<file path="src/rtl/idli_pkg.sv">
// Shared types and helpers for the SQI instruction deserialiser.
// Also used by decode to classify immediate-carrying encodings.
package idli_pkg;

   localparam int INSTR_W = 16;

   typedef enum logic {
      ST_INSTR,
      ST_IMM
   } dsr_state_t;

   typedef struct packed {
      logic [INSTR_W-1:0] instr;
      logic [INSTR_W-1:0] imm;
      logic               imm_vld;
   } dsr_entry_t;

   // Low bits 111 mark an immediate operand, except NOP, the
   // stack/perm/inv/inc/urx group and cmpz/putp.
   function automatic logic enc_has_imm(input logic [INSTR_W-1:0] w);
      logic [3:0] op;
      op = w[15:12];
      return (w[2:0] == 3'b111)
          && !(op == 4'b0000 && !w[8])
          && (op != 4'b1011)
          && !(op == 4'b0101 && w[11] && w[8]);
   endfunction

endpackage

</file>
<file path="src/rtl/idli_fifo_m.sv">
// Generic circular FIFO with count, head view and sync flush.
// Pointers wrap modulo DEPTH so any depth >= 2 is supported.
module idli_fifo_m #(
   parameter int WIDTH = 8,
   parameter int DEPTH = 4
) (
   input  logic                       i_gck,
   input  logic                       i_rst_n,
   input  logic                       i_flush,
   input  logic                       i_push,
   input  logic [WIDTH-1:0]           i_data,
   input  logic                       i_pop,
   output logic [WIDTH-1:0]           o_head,
   output logic [$clog2(DEPTH+1)-1:0] o_cnt
);

   localparam int PW = (DEPTH > 1) ? $clog2(DEPTH) : 1;
   localparam int CW = $clog2(DEPTH + 1);

   logic [WIDTH-1:0] r_mem [DEPTH];
   logic [PW-1:0]    r_wr;
   logic [PW-1:0]    r_rd;
   logic [CW-1:0]    r_cnt;
   logic             w_push;
   logic             w_pop;

   function automatic logic [PW-1:0] f_nxt(input logic [PW-1:0] p);
      return (p == PW'(DEPTH - 1)) ? '0 : p + PW'(1);
   endfunction

   assign w_pop  = i_pop && (r_cnt != '0);
   assign w_push = i_push && (r_cnt < CW'(DEPTH));
   assign o_head = r_mem[r_rd];
   assign o_cnt  = r_cnt;

   // Pointer and occupancy bookkeeping; flush empties the queue.
   always_ff @(posedge i_gck or negedge i_rst_n) begin
      if (!i_rst_n) begin
         r_wr  <= '0;
         r_rd  <= '0;
         r_cnt <= '0;
      end else if (i_flush) begin
         r_wr  <= '0;
         r_rd  <= '0;
         r_cnt <= '0;
      end else begin
         if (w_push) r_wr <= f_nxt(r_wr);
         if (w_pop)  r_rd <= f_nxt(r_rd);
         if (w_push && !w_pop)      r_cnt <= r_cnt + CW'(1);
         else if (w_pop && !w_push) r_cnt <= r_cnt - CW'(1);
      end
   end

   // Storage needs no reset: reads are qualified by the count.
   always_ff @(posedge i_gck) begin
      if (w_push && !i_flush) r_mem[r_wr] <= i_data;
   end

endmodule

</file>
<file path="src/rtl/idli_sqi_deser_m.sv">
// SQI instruction deserialiser: beats -> 16b words -> paired
// {instr, imm} entries queued for the decoder.
module idli_sqi_deser_m
   import idli_pkg::*;
#(
   parameter int LANE_W = 4,
   parameter int DEPTH  = 4
) (
   input  logic                       i_dsr_gck,
   input  logic                       i_dsr_rst_n,
   input  logic                       i_dsr_flush,
   input  logic [LANE_W-1:0]          i_dsr_enc,
   input  logic                       i_dsr_enc_vld,
   output logic                       o_dsr_enc_rdy,
   output logic [INSTR_W-1:0]         o_dsr_instr,
   output logic [INSTR_W-1:0]         o_dsr_imm,
   output logic                       o_dsr_imm_vld,
   output logic                       o_dsr_vld,
   input  logic                       i_dsr_rdy,
   output logic [$clog2(DEPTH+1)-1:0] o_dsr_cnt
);

   localparam int BEATS = INSTR_W / LANE_W;
   localparam int BW    = (BEATS > 1) ? $clog2(BEATS) : 1;
   localparam int CW    = $clog2(DEPTH + 1);
   localparam int SW    = (LANE_W < INSTR_W) ? INSTR_W - LANE_W : 1;

   dsr_state_t         r_state;
   dsr_state_t         w_state_nxt;
   logic [BW-1:0]      r_beat;
   logic [SW-1:0]      r_shift;
   logic [INSTR_W-1:0] r_stage;
   logic [INSTR_W-1:0] w_word;
   logic               w_acc;
   logic               w_done;
   logic               w_push;
   logic               w_stage_ld;
   dsr_entry_t         w_entry;
   dsr_entry_t         w_head;
   logic [CW-1:0]      w_cnt;

   if (LANE_W < INSTR_W) begin : g_part
      assign w_word = {r_shift, i_dsr_enc};
   end else begin : g_full
      assign w_word = INSTR_W'(i_dsr_enc);
   end

   assign o_dsr_enc_rdy = (w_cnt < CW'(DEPTH));
   assign w_acc  = i_dsr_enc_vld && o_dsr_enc_rdy && !i_dsr_flush;
   assign w_done = w_acc && (r_beat == BW'(BEATS - 1));

   // Beat counter and MSB-first shift register for the current word.
   always_ff @(posedge i_dsr_gck or negedge i_dsr_rst_n) begin
      if (!i_dsr_rst_n) begin
         r_beat  <= '0;
         r_shift <= '0;
      end else if (i_dsr_flush) begin
         r_beat  <= '0;
         r_shift <= '0;
      end else if (w_acc) begin
         r_beat  <= w_done ? '0 : r_beat + BW'(1);
         r_shift <= w_word[SW-1:0];
      end
   end

   // State and staged instruction awaiting its immediate.
   always_ff @(posedge i_dsr_gck or negedge i_dsr_rst_n) begin
      if (!i_dsr_rst_n) begin
         r_state <= ST_INSTR;
         r_stage <= '0;
      end else if (i_dsr_flush) begin
         r_state <= ST_INSTR;
         r_stage <= '0;
      end else begin
         r_state <= w_state_nxt;
         if (w_stage_ld) r_stage <= w_word;
      end
   end

   // Pair instructions with immediates and decide when to push.
   always_comb begin
      w_state_nxt = r_state;
      w_push      = 1'b0;
      w_stage_ld  = 1'b0;
      w_entry     = '0;
      if (w_done) begin
         unique case (r_state)
            ST_INSTR: begin
               if (enc_has_imm(w_word)) begin
                  w_stage_ld  = 1'b1;
                  w_state_nxt = ST_IMM;
               end else begin
                  w_push        = 1'b1;
                  w_entry.instr = w_word;
               end
            end
            ST_IMM: begin
               w_push          = 1'b1;
               w_entry.instr   = r_stage;
               w_entry.imm     = w_word;
               w_entry.imm_vld = 1'b1;
               w_state_nxt     = ST_INSTR;
            end
            default: ;
         endcase
      end
   end

   idli_fifo_m #(
      .WIDTH ($bits(dsr_entry_t)),
      .DEPTH (DEPTH)
   ) u_fifo (
      .i_gck   (i_dsr_gck),
      .i_rst_n (i_dsr_rst_n),
      .i_flush (i_dsr_flush),
      .i_push  (w_push),
      .i_data  (w_entry),
      .i_pop   (i_dsr_rdy),
      .o_head  (w_head),
      .o_cnt   (w_cnt)
   );

   assign o_dsr_cnt     = w_cnt;
   assign o_dsr_vld     = (w_cnt != '0);
   assign o_dsr_instr   = o_dsr_vld ? w_head.instr : '0;
   assign o_dsr_imm     = o_dsr_vld ? w_head.imm : '0;
   assign o_dsr_imm_vld = o_dsr_vld && w_head.imm_vld;

endmodule

</file>
<file path="config.mk">
export PLATFORM = sky130hd
export DESIGN_NAME = idli_sqi_deser_m
export DESIGN_NICKNAME = d
export VERILOG_FILES = /design/src/rtl/idli_pkg.sv /design/src/rtl/idli_fifo_m.sv /design/src/rtl/idli_sqi_deser_m.sv
export SDC_FILE = /design/constraint.sdc
export NUM_CORES = 1
export LEC_CHECK = 0
export CAP_MARGIN = 40
export CORE_MARGIN = 2
export CORE_UTILIZATION = 40
export DETAILED_ROUTE_END_ITERATION = 8
export PLACE_DENSITY = 0.63
export SETUP_SLACK_MARGIN = 0.4
export SLEW_MARGIN = 20
export SYNTH_ARGS = -nofsm -noshare
export SYNTH_HDL_FRONTEND = slang
export SYNTH_SLANG_ARGS = --single-unit
</file>
<file path="constraint.sdc">
create_clock -name i_dsr_gck -period 7.85 [get_ports i_dsr_gck]
set_input_delay 1.57 -clock i_dsr_gck [delete_from_list [all_inputs] [get_ports i_dsr_gck]]
set_output_delay 1.57 -clock i_dsr_gck [all_outputs]
set_load 0.02 [all_outputs]
</file>
# == After elaboration in Yosys (flattened, before gate mapping) ==
# Memory sizes are Yosys's and may differ from the RTL's.
# Cells that the tools add are included.
# word_totals
mem_count,1
elab_cells,83
input_bits,9
reg_bits,38
out_inout_bits,38
ramBits,132
# mem_list
memory,depth,word_bits,read_ports,rd_ports_with_merged_regs,wr,line,source
u_fifo.r_mem,4,33,1,0,1,idli_fifo_m.sv:20,logic [WIDTH-1:0] r_mem [DEPTH];
# classes
eq_ne,6
n_reduce_logical,29
muxes,33
magnitude_cmp,1
addsub,5
bitwise_logic,1
# ops
operator,n
16-bit two-way mux,5
33-bit two-way mux,1
16-bit one-hot mux with 2 select lines,1
12-bit two-way mux,2
2-bit two-way mux,9
17-bit two-way mux,1
1-bit logical AND,15
2-bit nonzero test,5
1-bit two-way mux,9
3-bit two-way mux,3
2-bit by 1-bit adder with 2-bit output (second input constant),3
2-bit == test (second input constant),3
1-bit zero test,6
3-bit nonzero test,2
4-bit by 3-bit == test with 1-bit output (second input constant),1
4-bit zero test,1
4-bit inequality test (second input constant),1
1-bit one-hot mux with 2 select lines,2
3-bit by 1-bit adder with 3-bit output (second input constant),1
3-bit == test (second input constant),1
3-bit less-than comparator (second input constant),1
3-bit by 1-bit subtractor with 3-bit output (second input constant),1
1-bit NOT,1

# == Depth between registers and ports, before layout ==
# Gate-level depths: netlist of run 1.
# logic_depth
depth_word,15
mapped_depth,9
ltp_nobuf,8

# == Hierarchy ==
# From an unflattened synthesis of run 1, not the netlist that was laid out.
# unflattened
hier_cells,447
hier_area_um2,7320.8
# by_module_without_submodules
module,n_inst,seq_area_each_um2,area_per_inst_um2,cells_each
idli_fifo_m,1,4139.0,5316.3,236
idli_sqi_deser_m,1,775.7,2004.4,211

# == Least setup slack after synthesis of run 1 ==
# OpenSTA, ideal clock, no wires.
# synth_path
path_type,input to register
from,in i_dsr_enc[0]
to,"mem u_fifo.r_mem[3][0] (netlist bit), enable pin"
path_stages,5
required_time_ns,7.457
setup_slack_ns,4.395
setup_time_ns,0.393
path_buffers,1
t_arrival_ns,3.062
path_cell_list,and3_1 > o31ai_2 > o311a_4 > buf_6 > and2_1
# synth_between
elab_chain_cells,11
# synth_rtl
element,line,source
"start, declared",idli_sqi_deser_m.sv:12,"input logic [LANE_W-1:0] i_dsr_enc,"
3-bit == test,idli_pkg.sv:23,return (w[2:0] == 3'b111)
1-bit logical AND,idli_pkg.sv:24,&& !(op == 4'b0000 && !w[8])
1-bit logical AND,idli_pkg.sv:25,&& (op != 4'b1011)
1-bit logical AND,idli_pkg.sv:26,&& !(op == 4'b0101 && w[11] && w[8]);
1-bit two-way mux,idli_sqi_deser_m.sv:89,if (enc_has_imm(w_word)) begin
1-bit one-hot mux with 2 select lines,idli_sqi_deser_m.sv:87,unique case (r_state)
1-bit two-way mux,idli_sqi_deser_m.sv:86,if (w_done) begin
1-bit logical AND,idli_fifo_m.sv:32,assign w_push = i_push && (r_cnt < CW'(DEPTH));
1-bit logical AND,idli_fifo_m.sv:56,if (w_push && !i_flush) r_mem[r_wr] <= i_data;
1-bit two-way mux,idli_fifo_m.sv:56,
1-bit two-way mux (implied by the code),idli_fifo_m.sv:56,
"end, declared",idli_fifo_m.sv:20,
# Every way passes these cells.

# == Worst setup path after layout of run 1 ==
# layout_path
from,reg u_fifo.r_rd[0]
to,out o_dsr_instr[11]
# layout_between
elab_chain_cells,2
# layout_rtl
element,line,source
"start, declared",idli_fifo_m.sv:22,logic [PW-1:0] r_rd;
"start signal, assigned",idli_fifo_m.sv:48,if (w_pop) r_rd <= f_nxt(r_rd);
memory 4 x 33 bit,-,
16-bit two-way mux,idli_sqi_deser_m.sv:125,assign o_dsr_instr = o_dsr_vld ? w_head.instr : '0;
"end, declared",idli_sqi_deser_m.sv:15,"output logic [INSTR_W-1:0] o_dsr_instr,"
# Every way passes these cells.

==> impl_metrics.env, run 1 <==
export IMPL_status="complete, no violations"
export IMPL_synth_fp_nets=445
export IMPL_ir_worst_vdd_mv=0.157
export IMPL_p_per_area_mw_per_mm2=239
export IMPL_htree_levels=4
export IMPL_synthFlopType="edfxtp_1"
export IMPL_root_buffer="clkbuf_16"
export IMPL_synth_avg_cell_area_um2=16.6
export IMPL_totalWireLength_mm=13.5
export IMPL_num_rows=48
export IMPL_postCtsHoldBufs=0
export IMPL_avgRoutedWirePerCell_um=18.8
export IMPL_crit_family="buffers and inverters"
export IMPL_hp_start="r_stage[0]"
export IMPL_cp_max_fo=32
export IMPL_worst_path_buf_inv=2
export IMPL_path_clk_slew_ps=70
export IMPL_vias_per_cell=5.21
export IMPL_required_ps=6280
export IMPL_ys_warn_count=0
export IMPL_cts_resized_gates=0
export IMPL_fin_crit_ps=4330
export IMPL_die_x_um=138
export IMPL_setup_tns_ps=0
export IMPL_start_kind="flop"
export IMPL_postCtsSetupBuffers=0
export IMPL_hold_path_class="flop to flop"
export IMPL_cp_slowest_cell="mux4_2"
export IMPL_power_mw=2.01
export IMPL_clk_latency_ps=420
export IMPL_fin_skew_ps=6.45
export IMPL_grt_pass1_wl_mm=21.3
export IMPL_first_pass_iters=4
export IMPL_drive_gt1_frac=0.185
export IMPL_routed_via_count=3738
export IMPL_fin_hold_ws_ps=484
export IMPL_grt_pass1_vias=3891
export IMPL_drv_slew=0
export IMPL_place_ws_ps=3600
export IMPL_setup_violations=0
export IMPL_grt_max_degree=38
export IMPL_yosysSeqAreaShare=0.689
export IMPL_layout_commonest_cell="edfxtp_1"
export IMPL_path_cells="buf_4 > mux4_2 > and2_1 > clkdlybuf4s50_1"
export IMPL_fp_coreArea_mm2=0.0174
export IMPL_synth_seq_cells=170
export IMPL_worst_pin_slew_ps=791
export IMPL_ys_async_sr_fraction=0.224
export IMPL_cp_end_kind="output pin"
export IMPL_antenna_cells=0
export IMPL_mostFrequentLayoutCells="edfxtp_1 (132), and2_1 (53), clkdlybuf4s50_1 (45), dfrtp_1 (37), nand2_1 (35)"
export IMPL_place_congestion=0.791
export IMPL_hold_violations=0
export IMPL_synth_edff_count=132
export IMPL_io_buffers=46
export IMPL_synth_top_cells_by_area="edfxtp_1 (56%), dfrtp_1 (13%), mux4_2 (10%), and2_1 (4.6%), mux2i_1 (2.1%)"
export IMPL_antenna_found_initial=0
export IMPL_worstReg2RegStart="r_shift[4]"
export IMPL_cpPeakStageDelay_ps=600
export IMPL_ioPinCount=47
export IMPL_synthCells=429
export IMPL_critPathKind="flop to output pin"
export IMPL_fmax_mhz=231
export IMPL_rsz0062_at_grt="false"
export IMPL_die_y_um=138
export IMPL_overflow=0
export IMPL_cts_inserted_buffers=17
export IMPL_fin_nets=495
export IMPL_cts_sinks=170
export IMPL_die_area_mm2=0.0189
export IMPL_clockBufferDepth=2
export IMPL_power_leakage_nw=2.54
export IMPL_finalCoreUtilization=0.484
export IMPL_drtIter0Drc=325
export IMPL_layout_setup_ws_ps=3520
export IMPL_maxCapViolations=0
export IMPL_area_delta_synth_final_pct=17.8
export IMPL_start_util=0.411
export IMPL_grt_usage=0.155
export IMPL_synth_top_area_share=0.556
export IMPL_drcViolationCount=0
export IMPL_fin_crit_sh=0.551
export IMPL_ant_nets=0
export IMPL_worstSetupStartpoint="u_fifo.r_rd[0]"
export IMPL_dp_hpwl_mm=8.04
export IMPL_synth_cell_types=45
export IMPL_syn_cell_area_mm2=0.00713
export IMPL_crit_arrival_ps=2760
export IMPL_maxSlewHeadroom=0.470
export IMPL_cts_tree="yes"
export IMPL_synth_largest_area_cell="edfxtp_1"
-- synth_stat cells, drive strengths merged, types with 2 or more instances --
cell    instances
edfxtp        132
and2           54
dfrtp          38
nand2          36
mux4           33
nor2           21
a21oi          16
a22o           15
clkbuf         15
mux2i          15
buf            11
inv             7
ha              6
a21o            3
o31ai           3
nand3           2
nor2b           2
nor3            2
or4             2
xnor2           2
-- flip-flops by register name, indices dropped and copies added, names as in the netlist --
register / count
r_beat: 2
r_state: 1
r_stage: 16
r_shift: 12
u_fifo.o_cnt: 3
u_fifo.r_rd: 2
u_fifo.r_mem: 132
u_fifo.r_wr: 2
-- where the power goes --
part / switching (mW) / internal [mW] / leakage [nW]
Combinational: 0.127 / 0.118 / 0.838
Clock: 0.327 / 0.464 / 0.258
Sequential: 0.00813 / 0.967 / 1.44
-- through the flow --
stage	cells	area, um2
floorplan	429	7130
global placement	683	7790
detailed placement	685	7840
CTS	717	8400
global route	717	8400
finish	717	8400
-- path summary, 6_finish.rpt --
check,endpoint,slack (ps),depth (start not counted)
min in group asynchronous,u_fifo.r_rd[1],1010,1
max in group asynchronous,r_shift[11],6400,2
hold reg to reg,r_stage[0],480,1
setup reg to reg,u_fifo.o_cnt[2],5210,8
hold / removal,r_stage[0],480,1
setup / recovery,o_dsr_instr[11],3520,4
-- logic make-up after synthesis --
| family | count (synthesis) | synth area share |
|---|---|---|
| DFF | 170 | 0.689 |
| and+or+nand+nor | 125 | 0.0963 |
| muxes | 48 | 0.125 |
| AOI/OAI and AO/OA | 43 | 0.0476 |
| buffers and inverters | 33 | 0.0246 |
| adders and majority gates | 7 | 0.0133 |
| xor gates and xnor gates | 3 | 0.00369 |
-- final cells by class --
cell class / count / area (um2)
Tap cell: 225 / 282
Clock buffer: 19 / 433
Sequential cell: 170 / 4920
Clock inverter: 13 / 128
Fill cell: 1435 / 8960
Inverter: 7 / 26.3
Multi-Input combinational cell: 226 / 2040
Timing Repair Buffer: 57 / 571
-- routing by layer --
metal,up-vias,part of all wire,global-route usage
li1,1709,-,-
met1,1950,0.47,0.205
met2,68,0.49,0.253
met3,11,0.034,0.0368
met4,0,0.011,0.0561
met5,-,0,0
(Power assumes the default switching activity.)
==> run 2, diff against run 1 <==
==> constraint.sdc (replaced) <==
create_clock -name i_dsr_gck -period 4 [get_ports i_dsr_gck]
set_input_delay 0.8 -clock i_dsr_gck [delete_from_list [all_inputs] [get_ports i_dsr_gck]]
set_output_delay 0.8 -clock i_dsr_gck [all_outputs]
set_load 0.02 [all_outputs]
==> run 2 against run 1 <==
Largest cell class unchanged. Global-route usage up 0.57 points. Highest routed layer unchanged. Hold slack worse by 260 ps. Sequential share of layout area down 0.89 points. Via count up 1.3%. Core utilization up 0.75 points. Cell count up 0.70%. First-iteration DRC count up 27%. Combinational power up 93%.
==> impl_metrics.env, run 2 (synthesized netlist as in run 1, its figures left out) <==
export IMPL_fin_crit_sh=0.840
export IMPL_ant_nets=0
export IMPL_cpPeakStageDelay_ps=800
export IMPL_num_rows=48
export IMPL_maxCapViolations=0
export IMPL_cts_resized_gates=0
export IMPL_antenna_found_initial=0
export IMPL_drcViolationCount=0
export IMPL_fin_crit_ps=3360
export IMPL_worst_path_buf_inv=2
export IMPL_power_leakage_nw=2.62
export IMPL_grt_max_degree=37
export IMPL_final_instance_count_excl_fill=722
export IMPL_die_x_um=138
export IMPL_area_delta_synth_final_pct=19.6
export IMPL_drive_gt1_frac=0.195
export IMPL_p_per_area_mw_per_mm2=485
export IMPL_cts_sinks=170
export IMPL_antenna_cells=0
export IMPL_fin_nets=501
export IMPL_largest_register="u_fifo.r_mem"
export IMPL_clk_latency_ps=430
export IMPL_layout_commonest_cell="edfxtp_1"
export IMPL_postCtsSetupBuffers=0
export IMPL_dp_hpwl_mm=8.62
export IMPL_grt_usage=0.161
export IMPL_die_y_um=138
export IMPL_status="complete, no violations"
export IMPL_htree_levels=4
export IMPL_largest_register_ffs=132
export IMPL_routed_via_count=3785
export IMPL_rsz0062_at_grt="false"
export IMPL_mostFrequentLayoutCells="edfxtp_1 (132), and2_1 (53), clkdlybuf4s50_1 (45), dfrtp_1 (37), nand2_1 (35)"
export IMPL_io_buffers=46
export IMPL_root_buffer="clkbuf_16"
export IMPL_vias_per_cell=5.24
export IMPL_fmax_mhz=298
export IMPL_critPathKind="flop to output pin"
export IMPL_path_cells="buf_12 > mux4_2 > and2_1 > clkdlybuf4s50_1"
export IMPL_setup_tns_ps=0
export IMPL_clockBufferDepth=2
export IMPL_maxSlewHeadroom=0.519
export IMPL_cp_end_kind="output pin"
export IMPL_drv_slew=0
export IMPL_start_kind="flop"
export IMPL_worst_pin_slew_ps=722
export IMPL_grt_pass1_vias=3992
export IMPL_largestRegisters="u_fifo.r_mem (132), r_stage (16), r_shift (12)"
export IMPL_required_ps=3200
export IMPL_ioPinCount=47
export IMPL_totalWireLength_mm=13.7
export IMPL_fin_skew_ps=8.66
export IMPL_dp_cells=691
export IMPL_setup_violations=0
export IMPL_cp_slowest_cell="dfrtp_1"
export IMPL_path_clk_slew_ps=60
export IMPL_die_area_mm2=0.0189
export IMPL_place_congestion=0.770
export IMPL_postCtsHoldBufs=0
export IMPL_cts_tree="yes"
export IMPL_start_util=0.411
export IMPL_ir_worst_vdd_mv=0.336
export IMPL_cp_max_fo=23
export IMPL_overflow=0
export IMPL_fp_coreArea_mm2=0.0174
export IMPL_crit_arrival_ps=2560
export IMPL_avgRoutedWirePerCell_um=19.0
export IMPL_grt_pass1_wl_mm=22.1
export IMPL_hold_violations=0
export IMPL_first_pass_iters=7
export IMPL_cts_inserted_buffers=17
export IMPL_crit_family="buffers and inverters"
export IMPL_hold_path_class="input port to async pin"
export IMPL_drtIter0Drc=412
==> run 2: final timing paths <==
check | startpoint | to | slack, ps | cells after the start
min in group i_dsr_gck | r_stage[2] | r_stage[2] | 500 | 1
hold / removal | i_dsr_rst_n | u_fifo.o_cnt[1] | 220 | 1
max in group asynchronous | i_dsr_rst_n | u_fifo.r_rd[0] | 3320 | 2
hold reg to reg | r_stage[2] | r_stage[2] | 500 | 1
setup / recovery | u_fifo.r_rd[1] | o_dsr_instr[11] | 640 | 4
setup reg to reg | r_shift[4] | u_fifo.r_mem[3][12] | 1280 | 6
==> run 2: area by class of cell <==
class	instances	area, um2
Clock buffer	22	464
Clock inverter	9	169
Fill cell	1426	8830
Inverter	7	26.3
Multi-Input combinational cell	226	2040
Sequential cell	170	4920
Tap cell	225	282
Timing Repair Buffer	63	628
==> run 2: power by group <==
| group | switching (mW) | internal (mW) |
|---|---|---|
| registers | 0.0160 | 1.90 |
| logic | 0.250 | 0.225 |
| clock network | 0.619 | 1.13 |
| total | 0.884 | 3.25 |
==> run 2: routing by layer <==
layer | part of all wire | routed length, um | track usage | vias to the layer above
li1 | - | - | - | 1721
met1 | 0.44 | 5980 | 0.217 | 1935
met2 | 0.50 | 6800 | 0.257 | 110
met3 | 0.046 | 628 | 0.0327 | 19
met4 | 0.020 | 279 | 0.0682 | 0
met5 | 0 | 0 | 0 | -
==> run 2: per-stage QoR <==
step           power, mW  area (um2)  utilization  hold slack, ps  setup slack, ps
2_1_floorplan       2.21        7130            -             454             1270
3_3_place_gp        2.43        7860        0.453             471              597
3_5_place_dp        2.44        7900        0.455             484              774
4_1_cts             4.18        8530        0.491             225              597
5_1_grt             4.28        8530        0.491             228              544
6_report            4.14        8530        0.491             223              639
==> patch (flow settings as in run 1) <==
The parameter `LANE_W` goes from 4 to 2.
--- a/src/rtl/idli_sqi_deser_m.sv
+++ b/src/rtl/idli_sqi_deser_m.sv
@@ -3,7 +3,7 @@
 module idli_sqi_deser_m
    import idli_pkg::*;
 #(
-   parameter int LANE_W = 4,
+   parameter int LANE_W = 2,
    parameter int DEPTH  = 4
 ) (
    input  logic                       i_dsr_gck,
Ports: changed (resized i_dsr_enc); port bits go from 47 to 45. The function was not compared with the original's and may differ.
==> patch against run 1 <==
Synthesized area up 2.3%; utilization down 0.25 points; sequential cell count increased by 3; critical path type unchanged; critical path depth did not move; setup slack worse by 0.017 ns; power shrank 0.23%; sequential power is 0.8% higher; final area rose by 2.6%; wire length up 3.5%.
==> patch: results (changes against run 1) <==
* Multiplexer share of the synthesized area at 12.4% (was 12.5%)
* Share of synthesized cell area in full adder, half adder and majority cells at 1.48% (was 1.33%)
* Compound-cell area share of the yosys netlist at 4.87% (was 4.76%)
* Proportion of register bits with asynchronous set or reset after synthesis at 23.7% (was 22.4%)
* Place WS at 3.28 ns (was 3.60 ns)
* Iteration count of the initial detailed-routing pass at 5 (was 4)
* Sequential fraction of total cell area at 57.9% (was 58.5%)
* Top flop regs: u_fifo.r_mem (132), r_stage (16), r_shift (14) (was u_fifo.r_mem (132), r_stage (16), r_shift (12))
* Placed cell areas at 7990 µm² (was 7840 µm²)
* Total placed cells including tap cells at 714 (was 685)
* Non-clock buffer area fraction after layout at 6.39% (was 6.79%)
* Routability congestion estimate from global placement at 0.733 (was 0.791)
* Status: finished, final reports clean (unchanged)
* Transition time at the pin with the least slew margin at 0.756 ns (was 0.791 ns)
* Number of vias per cell after detailed routing at 5.28 (was 5.21)
* Final setup skew at 0.0166 ns (was 0.00645 ns)
* Peak VDD IR at 0.160 mV (was 0.157 mV)
* Reg-to-reg setup timing slack at 4.88 ns (was 5.21 ns)
* Post-detail-place hpwl at 8430 µm (was 8040 µm)
* Via Count at 3937 (was 3738)
* Synth Area in XOR/XNOR at 0% (was 0.368%)
* Global routing usage summed across all routing layers at 15.4% (was 15.5%)
* Crit Reg-Reg Startpoint: u_fifo.o_cnt[2]$_DFFE_PN0P_ (was r_shift[4]$_DFFE_PN0P_)
* Arrival time at the worst endpoint at 2.78 ns (was 2.76 ns)
* Via count of the first global-routing pass at 4066 (was 3891)
* Max FO, Critical Path at 31 (was 32)
* Switching power of the nets at 0.415 mW (was 0.461 mW)
* Final core utilization at 48.1% (was 48.4%)
* Cell types with the highest counts after synthesis: sky130_fd_sc_hd__edfxtp_1, sky130_fd_sc_hd__dfrtp_1, sky130_fd_sc_hd__and2_1, sky130_fd_sc_hd__nand2_1, sky130_fd_sc_hd__mux4_2 (was sky130_fd_sc_hd__edfxtp_1, sky130_fd_sc_hd__and2_1, sky130_fd_sc_hd__dfrtp_1)
* Netlist cell types at 43 (was 45)
* DRC marker count from the first detailed-route iteration at 306 (was 325)
* Fraction of layout cells with a size suffix above 1 at 15.9% (was 18.5%)
* Proportion of synthesized chip area in sequential cells at 68.4% (was 68.9%)
* Mean area per synthesized cell at 15.9 µm² (was 16.6 µm²)
* Area occupied by multi-input gates at 2120 µm² (was 2040 µm²)
* Fill count at 1526 (was 1435)
* Number of clock buffer instances in the layout at 25 (was 19)
* Wire length of the first global-routing pass at 22600 µm (was 21300 µm)
* Layout multi-input combinational cell count at 247 (was 226)
* Nonclk buf count at 55 (was 57)
* Reg power frac at 49.0% (was 48.5%)
* Port Buffers at 44 (was 46)
* Slack of the critical path at 3.50 ns (was 3.52 ns)
* Final wirelength at 14000 µm (was 13500 µm)
* Number of inverters outside the clock class in the layout at 10 (was 7)
[patch: cell count changes in the layout (fill, tap and decap cells not counted), moves of 4 or more]
cell / change
sky130_fd_sc_hd__o21ai_0: +5
sky130_fd_sc_hd__a22o_1: +4
sky130_fd_sc_hd__and2_1: -15
sky130_fd_sc_hd__nor3_1: +5
sky130_fd_sc_hd__a22o_2: -4
sky130_fd_sc_hd__clkinvlp_4: -4
sky130_fd_sc_hd__and3_1: +15
sky130_fd_sc_hd__a21oi_1: +6
[patch: power by group through the flow]
stage	Sequential, mW	Combinational [mW]	Clock, mW
after floorplan	1.00	0.0897	0
after global placement	1.00	0.153	0
after detailed placement	1.00	0.160	0
after CTS	0.982	0.161	0.881
after global routing	0.983	0.169	0.922
final	0.983	0.156	0.867
[patch: worst min-delay path by stage]
stage / startpoint / to / slack, ns
after detailed placement: r_stage[8]$_DFFE_PN0P_ / r_stage[8]$_DFFE_PN0P_ / 0.51
after floorplan: r_stage[12]$_DFFE_PN0P_ / r_stage[12]$_DFFE_PN0P_ / 0.49
after CTS: r_stage[0]$_DFFE_PN0P_ / r_stage[0]$_DFFE_PN0P_ / 0.53
after global placement: r_stage[15]$_DFFE_PN0P_ / r_stage[15]$_DFFE_PN0P_ / 0.51
final: r_stage[8]$_DFFE_PN0P_ / r_stage[8]$_DFFE_PN0P_ / 0.53
after global routing: r_stage[9]$_DFFE_PN0P_ / r_stage[9]$_DFFE_PN0P_ / 0.55
[patch: layer usage]
layer | GRT usage (%) | routed length [µm] | vias to the layer above | share of wire, %
met1 | 19.8 | 5850 | 2001 | 42
met5 | 0 | 0 | - | 0
met4 | 6.43 | 189 | 0 | 1.4
li1 | - | - | 1832 | -
met2 | 25.3 | 7210 | 89 | 52
met3 | 3.76 | 717 | 15 | 5.1
